==> config.mk <==
export PLATFORM = sky130hd
export DESIGN_NAME = seg_counter_scan
export DESIGN_NICKNAME = d
export VERILOG_FILES = /design/src/rtl/seg_counter_scan.sv
export SDC_FILE = /design/constraint.sdc
export NUM_CORES = 1
export LEC_CHECK = 0
export BUFFER_PORTS_ARGS = -buffer_cell sky130_fd_sc_hd__buf_2
export CAP_MARGIN = 10
export CORE_MARGIN = 1.5
export CORE_UTILIZATION = 29
export DETAILED_ROUTE_END_ITERATION = 16
export PLACE_DENSITY = 0.47
export SYNTH_ARGS = -nofsm -noshare
export SYNTH_HDL_FRONTEND = slang
export SYNTH_SLANG_ARGS = --single-unit
export TNS_END_PERCENT = 10
==> constraint.sdc <==
create_clock -name clk -period 7.3 [get_ports clk]
set_clock_uncertainty 0.05 [all_clocks]
set_input_delay 0.73 -clock clk [delete_from_list [all_inputs] [get_ports clk]]
set_output_delay 0.73 -clock clk [all_outputs]
set_load 0.02 [all_outputs]
==> src/rtl/seg_counter_scan.sv <==
`default_nettype none
// ============================================================================
// Module   : seg_counter_scan
// Purpose  : N-digit up/down counter (decimal or hex digits) advanced by a
//            tick generator with four selectable periods, displayed on a
//            time-multiplexed common-anode 7-segment display.
// Ports    : clk   - system clock
//            rst   - asynchronous active-high reset
//            sel   - tick period select (RATE0..RATE3)
//            en    - 1 = count, 0 = hold divider and value
//            up    - count direction, sampled on the tick edge
//            clr   - synchronous clear of count and divider
//            value - packed BCD/hex digits, digit 0 in [3:0]
//            tick  - one-cycle pulse aligned with the updated value
//            wrap  - one-cycle pulse when the whole count wraps
//            seg   - segments {a,b,c,d,e,f,g}, active-low
//            an    - digit enables, active-low, one-hot-low
// Revision : 1.0 - initial release
// ============================================================================
module seg_counter_scan #(
    parameter int DIGITS   = 4,
    parameter int HEX      = 0,
    parameter int RATE0    = 25000000,
    parameter int RATE1    = 50000000,
    parameter int RATE2    = 100000000,
    parameter int RATE3    = 300000000,
    parameter int DIV_W    = 29,
    parameter int SCAN_DIV = 50000
) (
    input  logic                  clk,
    input  logic                  rst,
    input  logic [1:0]            sel,
    input  logic                  en,
    input  logic                  up,
    input  logic                  clr,
    output logic [4*DIGITS-1:0]   value,
    output logic                  tick,
    output logic                  wrap,
    output logic [6:0]            seg,
    output logic [DIGITS-1:0]     an
);

    localparam int SCAN_W = (SCAN_DIV > 1) ? $clog2(SCAN_DIV) : 1;
    localparam int IDX_W  = (DIGITS > 1) ? $clog2(DIGITS) : 1;

    localparam logic [DIV_W-1:0]  c_P0_M1   = DIV_W'(RATE0 - 1);
    localparam logic [DIV_W-1:0]  c_P1_M1   = DIV_W'(RATE1 - 1);
    localparam logic [DIV_W-1:0]  c_P2_M1   = DIV_W'(RATE2 - 1);
    localparam logic [DIV_W-1:0]  c_P3_M1   = DIV_W'(RATE3 - 1);
    localparam logic [SCAN_W-1:0] c_SCAN_M1 = SCAN_W'(SCAN_DIV - 1);
    localparam logic [IDX_W-1:0]  c_IDX_MAX = IDX_W'(DIGITS - 1);
    localparam logic [3:0]        c_DMAX    = (HEX != 0) ? 4'd15 : 4'd9;

    // ------------------------------------------------------------------
    // Segment decoder, active-low {a,b,c,d,e,f,g}
    // ------------------------------------------------------------------
    function automatic logic [6:0] f_decode(input logic [3:0] d);
        logic [6:0] s;
        case (d)
            4'h0:    s = 7'b0000001;
            4'h1:    s = 7'b1001111;
            4'h2:    s = 7'b0010010;
            4'h3:    s = 7'b0000110;
            4'h4:    s = 7'b1001100;
            4'h5:    s = 7'b0100100;
            4'h6:    s = 7'b0100000;
            4'h7:    s = 7'b0001111;
            4'h8:    s = 7'b0000000;
            4'h9:    s = 7'b0000100;
            4'hA:    s = 7'b0001000;
            4'hB:    s = 7'b1100000;
            4'hC:    s = 7'b0110001;
            4'hD:    s = 7'b1000010;
            4'hE:    s = 7'b0110000;
            default: s = 7'b0111000;
        endcase
        return s;
    endfunction

    logic [DIV_W-1:0]    r_div;
    logic [4*DIGITS-1:0] r_value;
    logic                r_tick;
    logic                r_wrap;
    logic [SCAN_W-1:0]   r_scan;
    logic [IDX_W-1:0]    r_idx;
    logic [6:0]          r_seg;
    logic [DIGITS-1:0]   r_an;

    logic [DIV_W-1:0]    w_period_m1;
    logic [4*DIGITS-1:0] w_next;
    logic                w_carry;
    logic [3:0]          w_digit;

    assign value = r_value;
    assign tick  = r_tick;
    assign wrap  = r_wrap;
    assign seg   = r_seg;
    assign an    = r_an;

    // Period is re-selected every cycle; the divider compares with >= so a
    // shorter period chosen mid-count fires on the very next edge.
    always_comb begin
        case (sel)
            2'd0:    w_period_m1 = c_P0_M1;
            2'd1:    w_period_m1 = c_P1_M1;
            2'd2:    w_period_m1 = c_P2_M1;
            default: w_period_m1 = c_P3_M1;
        endcase
    end

    // Ripple carry/borrow across digits. A carry that survives past the top
    // digit means every digit rolled over, i.e. the whole count wrapped.
    always_comb begin
        w_next  = r_value;
        w_carry = 1'b1;
        for (int i = 0; i < DIGITS; i++) begin
            if (w_carry) begin
                if (up) begin
                    if (r_value[i*4 +: 4] == c_DMAX) begin
                        w_next[i*4 +: 4] = 4'd0;
                    end else begin
                        w_next[i*4 +: 4] = r_value[i*4 +: 4] + 4'd1;
                        w_carry          = 1'b0;
                    end
                end else begin
                    if (r_value[i*4 +: 4] == 4'd0) begin
                        w_next[i*4 +: 4] = c_DMAX;
                    end else begin
                        w_next[i*4 +: 4] = r_value[i*4 +: 4] - 4'd1;
                        w_carry          = 1'b0;
                    end
                end
            end
        end
    end

    // ------------------------------------------------------------------
    // Divider and counter
    // ------------------------------------------------------------------
    always_ff @(posedge clk or posedge rst) begin
        if (rst) begin
            r_div   <= '0;
            r_value <= '0;
            r_tick  <= 1'b0;
            r_wrap  <= 1'b0;
        end else if (clr) begin
            r_div   <= '0;
            r_value <= '0;
            r_tick  <= 1'b0;
            r_wrap  <= 1'b0;
        end else if (en) begin
            if (r_div >= w_period_m1) begin
                r_div   <= '0;
                r_value <= w_next;
                r_tick  <= 1'b1;
                r_wrap  <= w_carry;
            end else begin
                r_div   <= r_div + 1'b1;
                r_tick  <= 1'b0;
                r_wrap  <= 1'b0;
            end
        end else begin
            r_tick <= 1'b0;
            r_wrap <= 1'b0;
        end
    end

    // ------------------------------------------------------------------
    // Display scan: free-running, unaffected by en/clr
    // ------------------------------------------------------------------
    always_ff @(posedge clk or posedge rst) begin
        if (rst) begin
            r_scan <= '0;
            r_idx  <= '0;
        end else if (r_scan == c_SCAN_M1) begin
            r_scan <= '0;
            r_idx  <= (r_idx == c_IDX_MAX) ? '0 : r_idx + 1'b1;
        end else begin
            r_scan <= r_scan + 1'b1;
        end
    end

    always_comb begin
        w_digit = 4'd0;
        for (int i = 0; i < DIGITS; i++) begin
            if (r_idx == IDX_W'(i)) begin
                w_digit = r_value[i*4 +: 4];
            end
        end
    end

    always_ff @(posedge clk or posedge rst) begin
        if (rst) begin
            r_seg <= 7'b1111111;
            r_an  <= '1;
        end else begin
            r_seg <= f_decode(w_digit);
            r_an  <= ~(DIGITS'(1) << r_idx);
        end
    end

endmodule
`default_nettype wire
# Word level (Yosys, flattened, before mapping)
# Memories as Yosys holds them, arrays and structs flattened. A register that Yosys moved wholly into a read port is not among the register bits.
# Index checks and enable logic that the tools add are counted.
[totals]
register_bits = 69
rom_bits = 112
inputBits = 7
output_inout_bits = 29
word_cells = 99
mem_count = 1
[classes]
add_sub_neg = 11
n_lt_le_gt_ge = 1
eq_ne = 10
n_shift = 1
mux = 49
bitwise = 1
n_reduce_logical = 15
[memory_table]
columns = ["name", "depth", "word_bits", "read_ports", "rd_ports_with_merged_regs", "write_ports", "line_no", "text"]
rows = [
  ["(no name shown)", 16, 7, 1, 1, 0, "59", "case (d)"],
]
[op_table]
columns = ["operator", "count"]
rows = [
  ["$mux W29", 3],
  ["$pmux W29 S3", 1],
  ["$mux W4", 19],
  ["$mux W16", 4],
  ["$add A29 B1 Y29 const B", 1],
  ["$ge A29 B29 Y1", 1],
  ["$mux W1", 21],
  ["$add A16 B1 Y16 const B", 1],
  ["$add A4 B1 Y4 const B", 4],
  ["$eq A16 B16 Y1 const B", 1],
  ["$eq A4 B4 Y1 const B", 4],
  ["$logic_not A4 Y1", 4],
  ["$sub A4 B1 Y4 const B", 4],
  ["$reduce_bool A2 Y1", 5],
  ["$reduce_and A3 Y1", 3],
  ["$eq A2 B2 Y1 const B", 3],
  ["$eq A2 B1 Y1 const B", 2],
  ["$logic_not A2 Y1", 2],
  ["$not A4 Y4", 1],
  ["$shl A1 B2 Y4 const A", 1],
  ["$add A2 B1 Y2 const B", 1],
  ["$mux W2", 1],
  ["$reduce_and A2 Y1", 1],
]

# Logic depth before layout (Yosys ltp)
[logic_depth]
ltp_word = 9
ltp_mapped = 12
ltp_nobuf = 11

# Worst setup path before layout
# No wires, ideal clock.
[synth_path]
path_kind = "input to register"
startpoint = "in sel[0]"
endpoint = "reg r_value[6] (netlist: value[6])"
arrival_time_ns = 2.812
t_required_ns = 7.128
slack_ns = 4.317
path_stages = 10
n_path_buf = 1
cell_sequence = "buf_2 nor2_1 inv_1 ha_1 and4b_1 o21ai_0 o211a_1 o211ai_1 nand3_1 a32o_1"
[synth_via]
elab_chain_cells = 5
word_cells_on_any_way = 7
classes_between = "order compare (1); eq/ne (2); mux (1); reduce/logical (3)"
[synth_lines]
columns = ["element", "line_no", "text"]
rows = [
  ["start: declaration", "32", "input logic [1:0] sel,"],
  ["$eq A2 B2 Y1, or another cell as far along", "103", "case (sel)"],
  ["$pmux W29 S3 *", "103", ""],
  ["$ge A29 B29 Y1 *", "152", "if (r_div >= w_period_m1) begin"],
  ["$reduce_bool A2 Y1 (no line) *", "n/a", ""],
  ["$reduce_and A3 Y1 (no line) *", "n/a", ""],
  ["end signal: assignment", "154", "r_value <= w_next;"],
  ["end: declaration", "81", "logic [4*DIGITS-1:0] r_value;"],
]
# Every way passes the cells marked *; elsewhere a longest branch is shown, timed or not.
# A chain may end at the register's enable or synchronous reset.

# Final worst setup path
[layout_path]
startpoint = "in sel[1]"
endpoint = "reg r_value[0] (netlist: value[0])"
[layout_via]
elab_chain_cells = 5
word_cells_on_any_way = 7
classes_between = "order compare (1); eq/ne (2); mux (1); reduce/logical (3)"
[layout_lines]
columns = ["element", "line_no"]
rows = [
  ["$eq A2 B2 Y1, or another cell as far along", "103"],
  ["$pmux W29 S3 *", "103"],
  ["$ge A29 B29 Y1 *", "152"],
  ["$reduce_bool A2 Y1 (no line) *", "n/a"],
  ["$reduce_and A2 Y1 (no line) *", "n/a"],
]
# Marked as above.

==> results.yml <==
timing:
  slew_headroom: 0.273
  setup_tns_ps: 0
  fmax_ghz: 0.299
  slew_viol_final: 0
  finalHoldViolCount: 0
  hold_ws_ps: 401
  fin_crit_ps: 3340
  min_period_over_period: 0.458
  rsz0062_at_grt: "false"
  fin_ws_ps: 3960
  worst_slew_pin_slew_ps: 1090
  setup_violations: 0
floorplanning:
  initial_core_util: 0.296
  die_h_um: 133
  io_pins: 36
  dieArea_um2: 17700
  rows: 47
  dieWidth_um: 133
  design.core.area_um2: 16600
synth:
  async_reset_ff_frac: 1.00
  synth-seq-cells: 76
  synth_fp_nets: 598
  synth_edf_count: 0
  ys_seq_area_frac: 0.390
  yosys_warnings: 0
  syn_area_per_cell_um2: 8.84
  ys_types: 63
  synth_cells: 555
  netlist_area_um2: 4910
  synth_ff_type: "dfrtp_1"
setup_path:
  worstSetupStartpointType: "input port"
  cp.arrival_ps: 3470
  cp_data_required_time_ps: 7430
  end_kind: "flop"
  path_class: "in2reg"
  critical_path.max_fanout: 27
clock_tree:
  cts_setup_buffers: 0
  htree_levels: 3
  cts_hold_buf: 0
  clk_latency_ps: 340
  clockBufferDepth: 2
  clock-sinks: 76
  cts_tree: "built"
  cts-buffers-inserted: 9
  clk_pin_slew_ps: 60
  cts_resized: 0
  cts_root_buf: "clkbuf_16"
drt:
  drt-total-wl_mm: 12.0
  dr.pass1.iters: 4
  drt_iter0_drc: 327
  ant_nets: 0
  wl_per_cell_um: 15.0
  vias_per_cell: 5.01
  drc: 0
  num_vias: 4028
power:
  power_frac_clock: 0.498
  internal_power_uw: 715
  swShare: 0.231
  p_total_uw: 929
  p_per_area_nw_per_um2: 167
  combPwrFrac: 0.046
  seqPwrFrac: 0.456
  switching_power_uw: 215
  irDropWorstVdd_v: 0.000116
  leakagePower_uw: 0.00251
layout:
  n_antenna_cell: 0
  syn_to_final_growth_pct: 13.6
  fin_area_um2: 5570
  drive_gt1_frac: 0.125
  layout.nets: 622
  num-fill-cells: 1723
placement:
  placed_area_um2: 5270
  place_congestion: 0.815
  portBuffers: 35
  hpwl_mm: 8.53
  pre_cts_slack_ps: 3600
hold_path:
  hp-class: "reg2reg"
grt:
  antenna_found_initial: 0
  grt_max_degree: 77
  grt_pass1_wl_mm: 20.1
  grt_pass1_vias: 3915
  overflow: 0
  grt_usage: 0.142
status:
  status: "complete, no violations"
flow_run:
  cap_violations: 0
## state kept, by name, indices dropped and copies added (netlist names)
name,cells
r_scan,16
wrap,1
an,4
tick,1
seg,7
value,16
r_div,29
r_idx,2
## kinds of logic after synthesis
family,Yosys count,share of synthesized area
buf+inv,59,0.0479
simple gates,225,0.221
mux,12,0.0247
fa+ha+maj,36,0.0918
flops,76,0.390
compound gates,107,0.153
xor+xnor,40,0.0714
## through the flow
| step | utilization | instances |
|---|---|---|
| floorplan | - | 555 |
| finish | 0.336 | 804 |
| CTS | 0.336 | 804 |
| global route | 0.336 | 804 |
| detailed placement | 0.317 | 788 |
| global placement | 0.317 | 788 |
## critical path: stages
cell and delay (ps):
buf_2 180, nor2_1 270, inv_1 130, ha_1 310
and4b_1 220, o21ai_0 80, o211a_1 240, o211a_1 280
o21ai_2 850, o22ai_1 170
## power by group through the flow
stage,registers [µW],clock network [µW],logic [µW]
detailed placement,431,0,43.6
CTS,424,476,43.9
floorplan,431,0,31.8
global placement,431,0,42.2
global route,424,493,48.6
finish,424,463,42.8
## layer usage
| layer | share of wire | up-vias | routed length [µm] | GRT usage |
|---|---|---|---|---|
| li1 | - | 2007 | - | - |
| met1 | 0.52 | 1958 | 6210 | 0.203 |
| met2 | 0.44 | 54 | 5270 | 0.214 |
| met3 | 0.033 | 9 | 403 | 0.0268 |
| met4 | 0.013 | 0 | 152 | 0.0488 |
| met5 | 0 | - | 0 | 0 |
## synth_stat cells (all sizes together) (5+ instances only)
| library cell | instances | area [µm²] |
|---|---|---|
| mux2i | 11 | 110 |
| ha | 36 | 450 |
| buf | 7 | 40.0 |
| nand3 | 31 | 160 |
| o31ai | 8 | 60.1 |
| dfrtp | 65 | 1630 |
| nand4 | 15 | 93.8 |
| nand2 | 61 | 229 |
| clkbuf | 16 | 60.1 |
| a21oi | 16 | 80.1 |
| nor2 | 64 | 240 |
| a31oi | 8 | 50.1 |
| and3 | 11 | 70.1 |
| o21ai | 25 | 129 |
| dfstp | 11 | 289 |
| a311oi | 5 | 43.8 |
| nor2b | 5 | 31.3 |
| a41oi | 5 | 43.8 |
| xor2 | 20 | 175 |
| inv | 35 | 131 |
| xnor2 | 20 | 175 |
| nor3 | 12 | 60.1 |
## final cells by class
cell class	count	area [µm²]	share of cell area
Clock buffer	14	297	0.0532
Clock inverter	2	12.5	0.00224
Inverter	36	136	0.0245
Multi-Input combinational cell	420	2760	0.494
Sequential cell	76	1920	0.344
Tap cell	220	275	0.0494
Timing Repair Buffer	36	183	0.0328
## cell usage in the layout (no fill, tap or decap), types with 5 or more instances in the layout
cell type / instances
and3_1: 10
inv_1: 34
nor3_1: 12
a311oi_1: 5
clkbuf_16: 11
nor2_1: 64
nand2_1: 61
dfrtp_1: 65
dfstp_2: 11
buf_2: 35
nand4_1: 15
ha_1: 36
a31oi_1: 8
a41oi_1: 5
xor2_1: 20
o21ai_0: 24
a21oi_1: 16
mux2i_1: 11
xnor2_1: 20
nand3_1: 30
nor2b_1: 5
o31ai_1: 8
## worst paths after layout
path,startpoint,endpoint,slack (ps),cells past startpoint
min in group asynchronous,rst,r_div[24],630,3
setup / recovery,sel[1],value[0],3960,10
max in group asynchronous,rst,r_scan[3],5910,3
hold / removal,r_scan[0],r_scan[0],400,1
hold reg to reg,r_scan[0],r_scan[0],400,1
setup reg to reg,r_div[7],value[0],4290,7
No activity file was read; power rests on OpenSTA's default activity.
